--- src/rtl/hdmi_cfg_pkg.sv ---
// rtl/hdmi_cfg_pkg.sv - shared types and constants for the HDMI config sequencer
//
// Purpose: state encoding, default transmitter I2C address and the
//          {reg, value} configuration table walked by the sequencer.
// Ports:   none (package).
package hdmi_cfg_pkg;

    typedef enum logic [2:0] {
        IDLE,
        PWR_WAIT,
        ISSUE,
        WAIT_RSP,
        GAP,
        DONE,
        FAIL
    } cfg_state_t;

    localparam logic [7:0] DEFAULT_DEV_ADDR = 8'h72;

    localparam int CFG_TABLE_LEN = 16;

    // Entry i lives at bits [i*16 +: 16] as {reg, value}; entry 0 is the
    // rightmost element of the concatenation.
    localparam logic [CFG_TABLE_LEN*16-1:0] CFG_TABLE = {
        16'h5510,   // 15: AVI infoframe, RGB output
        16'h4080,   // 14: enable general control packet
        16'hAF06,   // 13: HDMI mode, HDCP off
        16'h1846,   // 12: colour space converter disabled
        16'h1702,   // 11: 16:9 aspect, sync polarity from input
        16'h1630,   // 10: 8-bit 4:4:4 input style
        16'h1500,   //  9: input ID 0, 4:4:4 RGB
        16'hF900,   //  8: fixed register
        16'hE0D0,   //  7: fixed register
        16'hA3A4,   //  6: fixed register
        16'hA2A4,   //  5: fixed register
        16'h9D61,   //  4: fixed register, clock divide off
        16'h9C30,   //  3: fixed register
        16'h9AE0,   //  2: fixed register
        16'h9803,   //  1: fixed register
        16'h4110    //  0: power up the transmitter
    };

endpackage

--- src/rtl/hdmi_cfg_rom.sv ---
// rtl/hdmi_cfg_rom.sv - combinational index to {reg, value} lookup
//
// Purpose: isolates the configuration table from the sequencer FSM so the
//          table can be replaced without touching control logic.
// Ports:   index    - table entry number
//          reg_addr - register address of the entry (0 beyond the table)
//          reg_data - register value of the entry (0 beyond the table)
module hdmi_cfg_rom
    import hdmi_cfg_pkg::*;
(
    input  logic [7:0] index,
    output logic [7:0] reg_addr,
    output logic [7:0] reg_data
);

    logic [15:0] entry;

    always_comb begin
        entry = 16'h0000;
        if (index < 8'(CFG_TABLE_LEN)) begin
            entry = CFG_TABLE[{index, 4'b0000} +: 16];
        end
    end

    assign reg_addr = entry[15:8];
    assign reg_data = entry[7:0];

endmodule

--- src/rtl/hdmi_cfg_sequencer.sv ---
// rtl/hdmi_cfg_sequencer.sv - HDMI transmitter I2C configuration sequencer
//
// Purpose: after start (or reset release + start) waits for power-up, then
//          writes every table entry through a valid/ready command and a
//          response handshake, retrying NACKed writes after a gap.
// Optional: HPD_REINIT_EN - a rising edge of the synchronized hdmi_tx_int in
//          DONE or FAIL restarts the table at entry 0 without power-up wait.
// Ports:   clock50      - 50 MHz clock
//          reset        - asynchronous active-high reset
//          start        - one-cycle pulse, starts/restarts the sequence
//          hdmi_tx_int  - asynchronous hot-plug/interrupt line
//          cmd_*        - write command to the I2C master (valid/ready)
//          rsp_valid    - one-cycle pulse, transaction finished
//          rsp_nack     - slave NACKed, qualified by rsp_valid
//          busy         - sequence in progress
//          ready_out    - all entries written
//          fail         - an entry ran out of retries
//          cur_index    - current or failing entry
module hdmi_cfg_sequencer
    import hdmi_cfg_pkg::*;
#(
    parameter logic [7:0] DEV_ADDR         = DEFAULT_DEV_ADDR,
    parameter int         NUM_WRITES       = 16,
    parameter int         POWERUP_CYCLES   = 1000000,
    parameter int         MAX_RETRIES      = 3,
    parameter int         RETRY_GAP_CYCLES = 5000
) (
    input  logic       clock50,
    input  logic       reset,
    input  logic       start,
    input  logic       hdmi_tx_int,
    output logic       cmd_valid,
    input  logic       cmd_ready,
    output logic [7:0] cmd_dev,
    output logic [7:0] cmd_reg,
    output logic [7:0] cmd_data,
    input  logic       rsp_valid,
    input  logic       rsp_nack,
    output logic       busy,
    output logic       ready_out,
    output logic       fail,
    output logic [7:0] cur_index
);

    localparam logic [31:0] PWR_LOAD    = 32'(POWERUP_CYCLES - 1);
    localparam logic [31:0] GAP_LOAD    = 32'(RETRY_GAP_CYCLES - 1);
    localparam logic [7:0]  LAST_INDEX  = 8'(NUM_WRITES - 1);
    localparam logic [7:0]  RETRY_LIMIT = 8'(MAX_RETRIES);

    cfg_state_t  state;
    logic [31:0] wait_cnt;
    logic [7:0]  retry_cnt;
    logic        hpd_meta;
    logic        hpd_sync;
    logic        restart_hpd;
    logic [7:0]  rom_index;
    logic [7:0]  rom_reg;
    logic [7:0]  rom_data;

    always_ff @(posedge clock50 or posedge reset) begin
        if (reset) begin
            hpd_meta <= 1'b0;
            hpd_sync <= 1'b0;
        end else begin
            hpd_meta <= hdmi_tx_int;
            hpd_sync <= hpd_meta;
        end
    end

`ifdef HPD_REINIT_EN
    logic hpd_prev;

    always_ff @(posedge clock50 or posedge reset) begin
        if (reset) begin
            hpd_prev <= 1'b0;
        end else begin
            hpd_prev <= hpd_sync;
        end
    end

    assign restart_hpd = hpd_sync && !hpd_prev && (state == DONE || state == FAIL);
`else
    // Synchronized but not consumed in this build.
    logic hpd_unused;
    assign hpd_unused  = hpd_sync;
    assign restart_hpd = 1'b0;
`endif

    // The ROM is addressed with the index the FSM is about to issue, so the
    // command fields can be registered in the same edge that raises cmd_valid.
    always_comb begin
        rom_index = cur_index;
        if (restart_hpd || state == PWR_WAIT) begin
            rom_index = 8'd0;
        end else if (state == WAIT_RSP) begin
            rom_index = cur_index + 8'd1;
        end
    end

    hdmi_cfg_rom u_rom (
        .index    (rom_index),
        .reg_addr (rom_reg),
        .reg_data (rom_data)
    );

    always_ff @(posedge clock50 or posedge reset) begin
        if (reset) begin
            state     <= IDLE;
            wait_cnt  <= 32'd0;
            retry_cnt <= 8'd0;
            cur_index <= 8'd0;
            cmd_valid <= 1'b0;
            cmd_dev   <= 8'd0;
            cmd_reg   <= 8'd0;
            cmd_data  <= 8'd0;
            busy      <= 1'b0;
            ready_out <= 1'b0;
            fail      <= 1'b0;
        end else if (start) begin
            // Restart from any state; an outstanding response of an aborted
            // write is dropped because rsp_valid only matters in WAIT_RSP.
            state     <= PWR_WAIT;
            wait_cnt  <= PWR_LOAD;
            retry_cnt <= 8'd0;
            cur_index <= 8'd0;
            cmd_valid <= 1'b0;
            busy      <= 1'b1;
            ready_out <= 1'b0;
            fail      <= 1'b0;
        end else if (restart_hpd) begin
            state     <= ISSUE;
            retry_cnt <= 8'd0;
            cur_index <= 8'd0;
            cmd_valid <= 1'b1;
            cmd_dev   <= DEV_ADDR;
            cmd_reg   <= rom_reg;
            cmd_data  <= rom_data;
            busy      <= 1'b1;
            ready_out <= 1'b0;
            fail      <= 1'b0;
        end else begin
            case (state)
                IDLE: ;

                PWR_WAIT: begin
                    if (wait_cnt == 32'd0) begin
                        state     <= ISSUE;
                        retry_cnt <= 8'd0;
                        cur_index <= 8'd0;
                        cmd_valid <= 1'b1;
                        cmd_dev   <= DEV_ADDR;
                        cmd_reg   <= rom_reg;
                        cmd_data  <= rom_data;
                    end else begin
                        wait_cnt <= wait_cnt - 32'd1;
                    end
                end

                ISSUE: begin
                    if (cmd_ready) begin
                        state     <= WAIT_RSP;
                        cmd_valid <= 1'b0;
                    end
                end

                WAIT_RSP: begin
                    if (rsp_valid) begin
                        if (!rsp_nack) begin
                            if (cur_index == LAST_INDEX) begin
                                state     <= DONE;
                                busy      <= 1'b0;
                                ready_out <= 1'b1;
                            end else begin
                                state     <= ISSUE;
                                cur_index <= cur_index + 8'd1;
                                retry_cnt <= 8'd0;
                                cmd_valid <= 1'b1;
                                cmd_dev   <= DEV_ADDR;
                                cmd_reg   <= rom_reg;
                                cmd_data  <= rom_data;
                            end
                        end else if (retry_cnt < RETRY_LIMIT) begin
                            state     <= GAP;
                            retry_cnt <= retry_cnt + 8'd1;
                            wait_cnt  <= GAP_LOAD;
                        end else begin
                            state <= FAIL;
                            busy  <= 1'b0;
                            fail  <= 1'b1;
                        end
                    end
                end

                GAP: begin
                    if (wait_cnt == 32'd0) begin
                        state     <= ISSUE;
                        cmd_valid <= 1'b1;
                        cmd_dev   <= DEV_ADDR;
                        cmd_reg   <= rom_reg;
                        cmd_data  <= rom_data;
                    end else begin
                        wait_cnt <= wait_cnt - 32'd1;
                    end
                end

                DONE: ;

                FAIL: ;

                default: begin
                    state     <= IDLE;
                    cmd_valid <= 1'b0;
                    busy      <= 1'b0;
                end
            endcase
        end
    end

endmodule

--- config.mk ---
export PLATFORM = sky130hd
export DESIGN_NAME = hdmi_cfg_sequencer
export DESIGN_NICKNAME = d
export VERILOG_FILES = /design/src/rtl/hdmi_cfg_pkg.sv /design/src/rtl/hdmi_cfg_rom.sv /design/src/rtl/hdmi_cfg_sequencer.sv
export SDC_FILE = /design/constraint.sdc
export NUM_CORES = 1
export LEC_CHECK = 0
export BUFFER_PORTS_ARGS = -buffer_cell sky130_fd_sc_hd__buf_2
export CORE_MARGIN = 1.5
export CORE_UTILIZATION = 61
export DETAILED_ROUTE_END_ITERATION = 10
export PLACE_DENSITY = 0.82
export SETUP_SLACK_MARGIN = 0.5
export SLEW_MARGIN = 20
export SYNTH_ARGS = -nofsm -noshare
export SYNTH_HDL_FRONTEND = slang
export SYNTH_SLANG_ARGS = --single-unit
--- constraint.sdc ---
create_clock -name clock50 -period 3.48 [get_ports clock50]
set_clock_uncertainty 0.15 [all_clocks]
set_input_delay 0.696 -clock clock50 [delete_from_list [all_inputs] [get_ports clock50]]
set_output_delay 0.696 -clock clock50 [all_outputs]
set_load 0.1 [all_outputs]
Word-level counts from Yosys, hierarchy flattened. Cells that the tools add are included.

Word-level logic and storage cells: 134. Input bits: 7. Memories: 0. Register bits: 79. Output and inout bits: 36. Bits in read-only memories: 0. Bits in latches: 0. Bits in writable memories: 0.

Order comparisons: 2. Shifts and indexed selects: 1. Multiplexer cells: 67. Bitwise logic cells: 1. Divide/modulo/power cells: 0. Add/sub/neg operators: 3. Multipliers: 0. Reduce and logical (&&, ||, !) cells: 21. Equality and inequality tests: 28.

Operators with widths (number): variable part select 256 x 13 -> 16 bit (first input constant) (1); two-way mux 8 bit (24); two-way mux 32 bit (5); one-hot mux 8 bit (2 select lines) (5); one-hot mux 32 bit (2 select lines) (1); logical NOT 32 bit (1); subtractor 32 x 1 -> 32 bit (second input constant) (1); two-way mux 1 bit (21); two-way mux 3 bit (6); != test 3 bit (second input constant) (6); adder 8 x 1 -> 8 bit (second input constant) (2); two-way mux 16 bit (1); AND reduction 4 bit (4); AND reduction 5 bit (3); one-hot mux 3 bit (4 select lines) (1); AND reduction 6 bit (2); != test 2 bit (second input constant) (5); nonzero test 2 bit (5); == test 3 bit (second input constant) (3); == test 8 x 4 -> 1 bit (second input constant) (1); less-than comparator 8 x 2 -> 1 bit (second input constant) (1); less-than comparator 8 x 5 -> 1 bit (second input constant) (1); != test 4 x 3 -> 1 bit (second input constant) (2); != test 4 bit (second input constant) (2); 14 further kinds (19).

Logic depth before layout (Yosys ltp).
Word-level depth: 9. Gate-level depth with buffers: 11. Mapped depth without buffers: 9.

Modules after synthesis. From an unflattened synthesis, not the netlist that was laid out.

Cells, all modules: 494. Area, all modules: 4385.5 um^2.

By module, submodules not included: hdmi_cfg_sequencer (sequential area each 1801.7 um^2, instances 1, area an instance 3962.6 um^2, cells an instance 422); hdmi_cfg_rom (sequential area each 0.0 um^2, instances 1, area an instance 422.9 um^2, cells an instance 72).

Worst setup path before layout. Ideal clock, no wire load.

Path type: register to register. Start point: register cur_index[1]. End point: register cmd_reg[7]. Arrival time: 2.577 ns. Setup time: 0.127 ns. Setup slack: 0.627 ns. Required time: 3.203 ns. Cell stages (with the launch flop): 11. Buffers on the path: 3. Period minus slack after synthesis: 2.853 ns. Cell sequence: dfrtp_1 -> ha_1 -> and3_1 -> buf_2 -> a21oi_1 -> o211ai_1 -> a21o_1 -> buf_6 -> buf_2 -> nand2_1 -> o31ai_2.

Longest elaborated chain between the ends: 9. Elaborated cells on any way between the ends: 14. Those cells by class: add/sub (1); order compare (1); eq/ne (2); shift (1); mux (8); reduce/logical (1).

RTL lines: start, declared (line hdmi_cfg_sequencer.sv:42) `output logic [7:0] cur_index`; start signal, assigned (line hdmi_cfg_sequencer.sv:175) `cur_index <= cur_index + 8'd1;`; adder 8 x 1 -> 8 bit (line hdmi_cfg_sequencer.sv:96) `rom_index = cur_index + 8'd1;`; two-way mux 8 bit (line hdmi_cfg_sequencer.sv:95) `end else if (state == WAIT_RSP) begin`; two-way mux 8 bit (line hdmi_cfg_sequencer.sv:93) `if (restart_hpd || state == PWR_WAIT) begin`; variable part select 256 x 13 -> 16 bit / less-than comparator 8 x 5 -> 1 bit (equally long branches) (line hdmi_cfg_rom.sv:21, hdmi_cfg_rom.sv:20); two-way mux 16 bit (line hdmi_cfg_rom.sv:20) `if (index < 8'(CFG_TABLE_LEN)) begin`; two-way mux 8 bit (line hdmi_cfg_sequencer.sv:169) `if (cur_index == LAST_INDEX) begin`; two-way mux 8 bit (line hdmi_cfg_sequencer.sv:168) `if (!rsp_nack) begin`; two-way mux 8 bit (line hdmi_cfg_sequencer.sv:167) `if (rsp_valid) begin`; one-hot mux 8 bit (2 select lines) (line hdmi_cfg_sequencer.sv:142) `case (state)`; end signal, assigned (line hdmi_cfg_sequencer.sv:136) `cmd_reg <= rom_reg;`; end signal, assigned (line hdmi_cfg_sequencer.sv:152) `cmd_reg <= rom_reg;`; end signal, assigned (line hdmi_cfg_sequencer.sv:179) `cmd_reg <= rom_reg;`; end, declared (line hdmi_cfg_sequencer.sv:35) `output logic [7:0] cmd_reg,`.

Parallel ways exist; a longest one is shown, timed or not. The select of a mux whose other input is x is not followed. A chain may end at the register's enable or synchronous reset.

Final worst setup path.
Start point: register state[0]. End point: register cmd_data[6].

Longest elaborated chain between the ends: 9. Elaborated cells on any way between the ends: 20. Those cells by class: order compare (1); eq/ne (7); shift (1); mux (8); reduce/logical (3).

RTL lines: start, declared (line hdmi_cfg_sequencer.sv:50) `cfg_state_t state;`; start signal, assigned (line hdmi_cfg_sequencer.sv:108) `state <= IDLE;`; start signal, assigned (line hdmi_cfg_sequencer.sv:122) `state <= PWR_WAIT;`; start signal, assigned (line hdmi_cfg_sequencer.sv:131) `state <= ISSUE;`; == test 3 x 2 -> 1 bit (line hdmi_cfg_sequencer.sv:95, hdmi_cfg_sequencer.sv:142); two-way mux 8 bit (line hdmi_cfg_sequencer.sv:95); two-way mux 8 bit (line hdmi_cfg_sequencer.sv:93); variable part select 256 x 13 -> 16 bit / less-than comparator 8 x 5 -> 1 bit (equally long branches) (line hdmi_cfg_rom.sv:21, hdmi_cfg_rom.sv:20); two-way mux 16 bit (line hdmi_cfg_rom.sv:20); two-way mux 8 bit (line hdmi_cfg_sequencer.sv:169); two-way mux 8 bit (line hdmi_cfg_sequencer.sv:168); two-way mux 8 bit (line hdmi_cfg_sequencer.sv:167); one-hot mux 8 bit (2 select lines) (line hdmi_cfg_sequencer.sv:142); end signal, assigned (line hdmi_cfg_sequencer.sv:137) `cmd_data <= rom_data;`; end signal, assigned (line hdmi_cfg_sequencer.sv:153) `cmd_data <= rom_data;`; end signal, assigned (line hdmi_cfg_sequencer.sv:180) `cmd_data <= rom_data;`; end, declared (line hdmi_cfg_sequencer.sv:36) `output logic [7:0] cmd_data,`.

Parallel ways exist; a longest one is shown, timed or not. The select of a mux whose other input is x is not followed.

==> impl_metrics.csv <==
group,metric,value,unit
outcome,outcome,"completed",
global_route,antenna_found_initial,0,
route,viasPerCell,6.48,
worst_setup_path,cp.depth,9,
route,drc_errors,0,
logic_synthesis,synthArstFlopShare,100,%
cells_and_area,multiInputGateArea,2660,sq um
logic_synthesis,ys.flop_type,"dfrtp_1",
floorplanning,rows,31,
clock_network,cts_made_buffers,9,
global_route,grt_pass1_vias,4038,
global_route,grt_start_max_net_pins,41,
clock_network,cts_root_buffer,"clkbuf_8",
worst_setup_path,end_kind,"register",
cells_and_area,area_delta_synth_final,8.56,%
cells_and_area,fin_area,5120,sq um
worst_setup_path,cp_num_buf_inv,2,
logic_synthesis,synth_top_area_share,37.6,%
floorplanning,die_w,91.0,um
floorplanning,fp.dieH,91.0,um
worst_setup_path,crit_fanout,14,
logic_synthesis,yosysWarnings,0,
floorplanning,fp.coreArea,7370,sq um
worst_setup_path,crit_family,"compound AO/OA/AOI/OAI gates",
cells_and_area,fin_nets,574,
global_route,grt_pass1_wl,19700,um
sta,period_needed,2.77,ns
worst_setup_path,worst_ep_arrival_time,2.85,ns
global_route,track_usage,29.1,%
pwr,ir_worst_vdd,0.000300,V
worst_setup_path,r2r_cells,9,
sta,hold_violations,0,
place,gp_congestion,0.899,
cells_and_area,drive_gt1_share,16.7,%
logic_synthesis,postSynthCellCount,543,
route,firstDrtPassIters,5,
pwr,leakagePower,2.23,nW
clock_network,cts_buffer_depth,2,
place,dp_hpwl,7960,um
logic_synthesis,synth_seq_cells,71,
cells_and_area,diodes,0,
worst_setup_path,crit_required,3.56,ns
route,routed_wl,11500,um
route,wl_per_cell,17.3,um
clock_network,clkLatencyLatePin,0.35,ns
worst_setup_path,path_cells,"nand3b_1 > clkinvlp_4 > ha_2 > inv_1 > o21ai_0 > a21oi_1 > o21a_1 > a21boi_0 > o31ai_1",
sta,setup_viol,0,
worst_setup_path,critPathMaxStageDelay,0.53,ns
clock_network,cts_tree,"built",
logic_synthesis,synth_edf_count,0,
clock_network,cts.htree.levels,3,
global_route,grt_overflow,0,
route,drt_iter0_markers,409,
worst_setup_path,rrSetupSlack,0.71,ns
place,numPortBuffers,36,
place,place_area,4890,sq um
pwr,p_per_area,632,nW/um^2
worst_setup_path,r2r-start,"state[0]$_DFFE_PP0P_",
cells_and_area,largest_register_ffs,32,
worst_setup_path,critical_path_class,"register to register",
sta,fmax,0.361,GHz
floorplanning,start_util,64.0,%
worst_setup_path,regToRegEndpoint,"cmd_data[6]$_DFFE_PP0P_",
cells_and_area,regArea,1780,sq um
floorplanning,dieArea,8270,sq um
logic_synthesis,seq_area_frac_synth,37.6,%
worst_setup_path,slowest_stage,"ha_2",
route,antenna_left,0,
logic_synthesis,synthesis.area,4720,sq um
sta,rsz0062_at_grt,"no",
sta,tightest_slew,0.702,ns
clock_network,cts.sinks,71,
logic_synthesis,synthTopCellsByArea,"dfrtp_1, nand2_1, nor2_1, o21ai_1, o31ai_1",
sta,finalMaxSlewViolations,0,
logic_synthesis,synth_top_area_cell,"dfrtp_1",
min_path,hp-class,"primary input to asynchronous set/reset pin",
sta,period_share,79.6,%
job,cap_violations,0,
floorplanning,io_pins,43,
clock_network,cts.clk_slew.worst_paths,0.07,ns
sta,finalSetupTns,0,ns
cells_and_area,fillerInstances,610,
logic_synthesis,synth.avg_cell_area,8.69,sq um
sta,slew_headroom,53.1,%
clock_network,post_cts_buffers,0,
route,vias,4323,
worst_setup_path,startpoint_type,"register",
cells_and_area,regMostFlops,"wait_cnt",
logic_synthesis,synth_cell_types,82,
==> final cells by class <==
type | instances | area share, %
Clock inverter | 3 | 1.27
Multi-Input combinational cell | 418 | 51.9
Sequential cell | 71 | 34.7
Clock buffer | 13 | 3.10
Tap cell | 99 | 2.42
Inverter | 16 | 1.25
Timing Repair Buffer | 47 | 5.37
==> worst register-to-register path, stage by stage (launching register included) <==
cell and delay [ns]:
dfrtp_2 0.50, nand3b_1 0.19, clkinvlp_4 0.24, ha_2 0.54
inv_1 0.11, o21ai_0 0.24, a21oi_1 0.09, o21a_1 0.20
a21boi_0 0.30, o31ai_1 0.10
==> cells in the final DEF (no fill, tap or decap), drive strengths merged, types with 7 or more instances in the layout <==
master,count
dfrtp,71
nand2,60
nor2,52
buf,47
o21ai,44
nor3,25
a21oi,24
o31ai,18
nand3,17
inv,15
nor4,15
clkbuf,13
o211ai,12
a31oi,11
nand2b,11
xnor2,10
and3,9
nand4,7
==> how the worst max path moves through the flow <==
stage / start / endpoint / slack (ns)
global placement: state[0]$_DFFE_PP0P_ / cmd_reg[5]$_DFFE_PP0P_ / 0.70
global route: state[0]$_DFFE_PP0P_ / cmd_reg[5]$_DFFE_PP0P_ / 0.53
detailed placement: state[0]$_DFFE_PP0P_ / cmd_reg[5]$_DFFE_PP0P_ / 0.59
floorplan: cur_index[1]$_DFFE_PP0P_ / cmd_reg[7]$_DFFE_PP0P_ / 0.63
finish: state[0]$_DFFE_PP0P_ / cmd_data[6]$_DFFE_PP0P_ / 0.71
CTS: state[0]$_DFFE_PP0P_ / cmd_reg[5]$_DFFE_PP0P_ / 0.56
==> through the flow <==
step / util (%) / setup WS, ns / cells / power, W / hold slack, ns
after floorplan: - / 0.627 / 547 / 0.00224 / 0.324
after CTS: 69.4 / 0.564 / 667 / 0.00322 / 0.335
after global placement: 66.3 / 0.697 / 651 / 0.00243 / 0.311
after global routing: 69.5 / 0.533 / 667 / 0.00342 / 0.360
final: 69.5 / 0.709 / 667 / 0.00324 / 0.301
after detailed placement: 66.3 / 0.593 / 651 / 0.00247 / 0.321
==> report_power, final <==
part           total, W  switching [W]  internal (W)
combinational   0.00138        0.00102      0.000357
sequential      0.00111       0.000150      0.000955
clock          0.000757       0.000314      0.000443
total           0.00324        0.00149       0.00175
==> cell families after synthesis <==
kind of cell | share of synthesized area (%)
DFF | 37.6
xor gates and xnor gates | 2.78
adders and majority gates | 1.27
buffers and inverters | 6.44
other | 0.0795
and+or+nand+nor | 27.5
muxes | 1.06
AOI/OAI and AO/OA | 23.2
==> Yosys cell counts (4+ instances only) <==
master and instances:
clkbuf_1 9, nor4_2 4, and3_1 8, o21ai_0 14, nor4_1 8, inv_1 16
nand4_1 6, o211ai_1 12, a311oi_1 4, a211oi_1 5, mux2i_1 5, ha_1 4
dfrtp_1 71, buf_2 15, nand3_1 16, xor2_1 5, o21a_1 5, or4_1 4
o31ai_1 17, nand2_1 59, nor2_1 51, and2_1 4, a21oi_1 22, buf_4 14
a31oi_1 11, a41oi_1 4, nor3_1 22, o21ai_1 29, xnor2_1 10, nand2b_1 9
==> timing repair <==
item / CTS / global route
hold buffers: 0 / 0
resized for setup: 0 / 5
endpoints found under the setup margin: 0 / 4
==> metal layers <==
| layer | GRT usage, % | share of wire [%] | up-vias |
|---|---|---|---|
| li1 | - | - | 2045 |
| met1 | 42.7 | 45 | 2066 |
| met2 | 44.8 | 47 | 197 |
| met3 | 3.43 | 6.8 | 15 |
| met4 | 9.51 | 1.4 | 0 |
| met5 | 0 | 0 | - |
No activity file was read; power rests on OpenSTA's default activity.
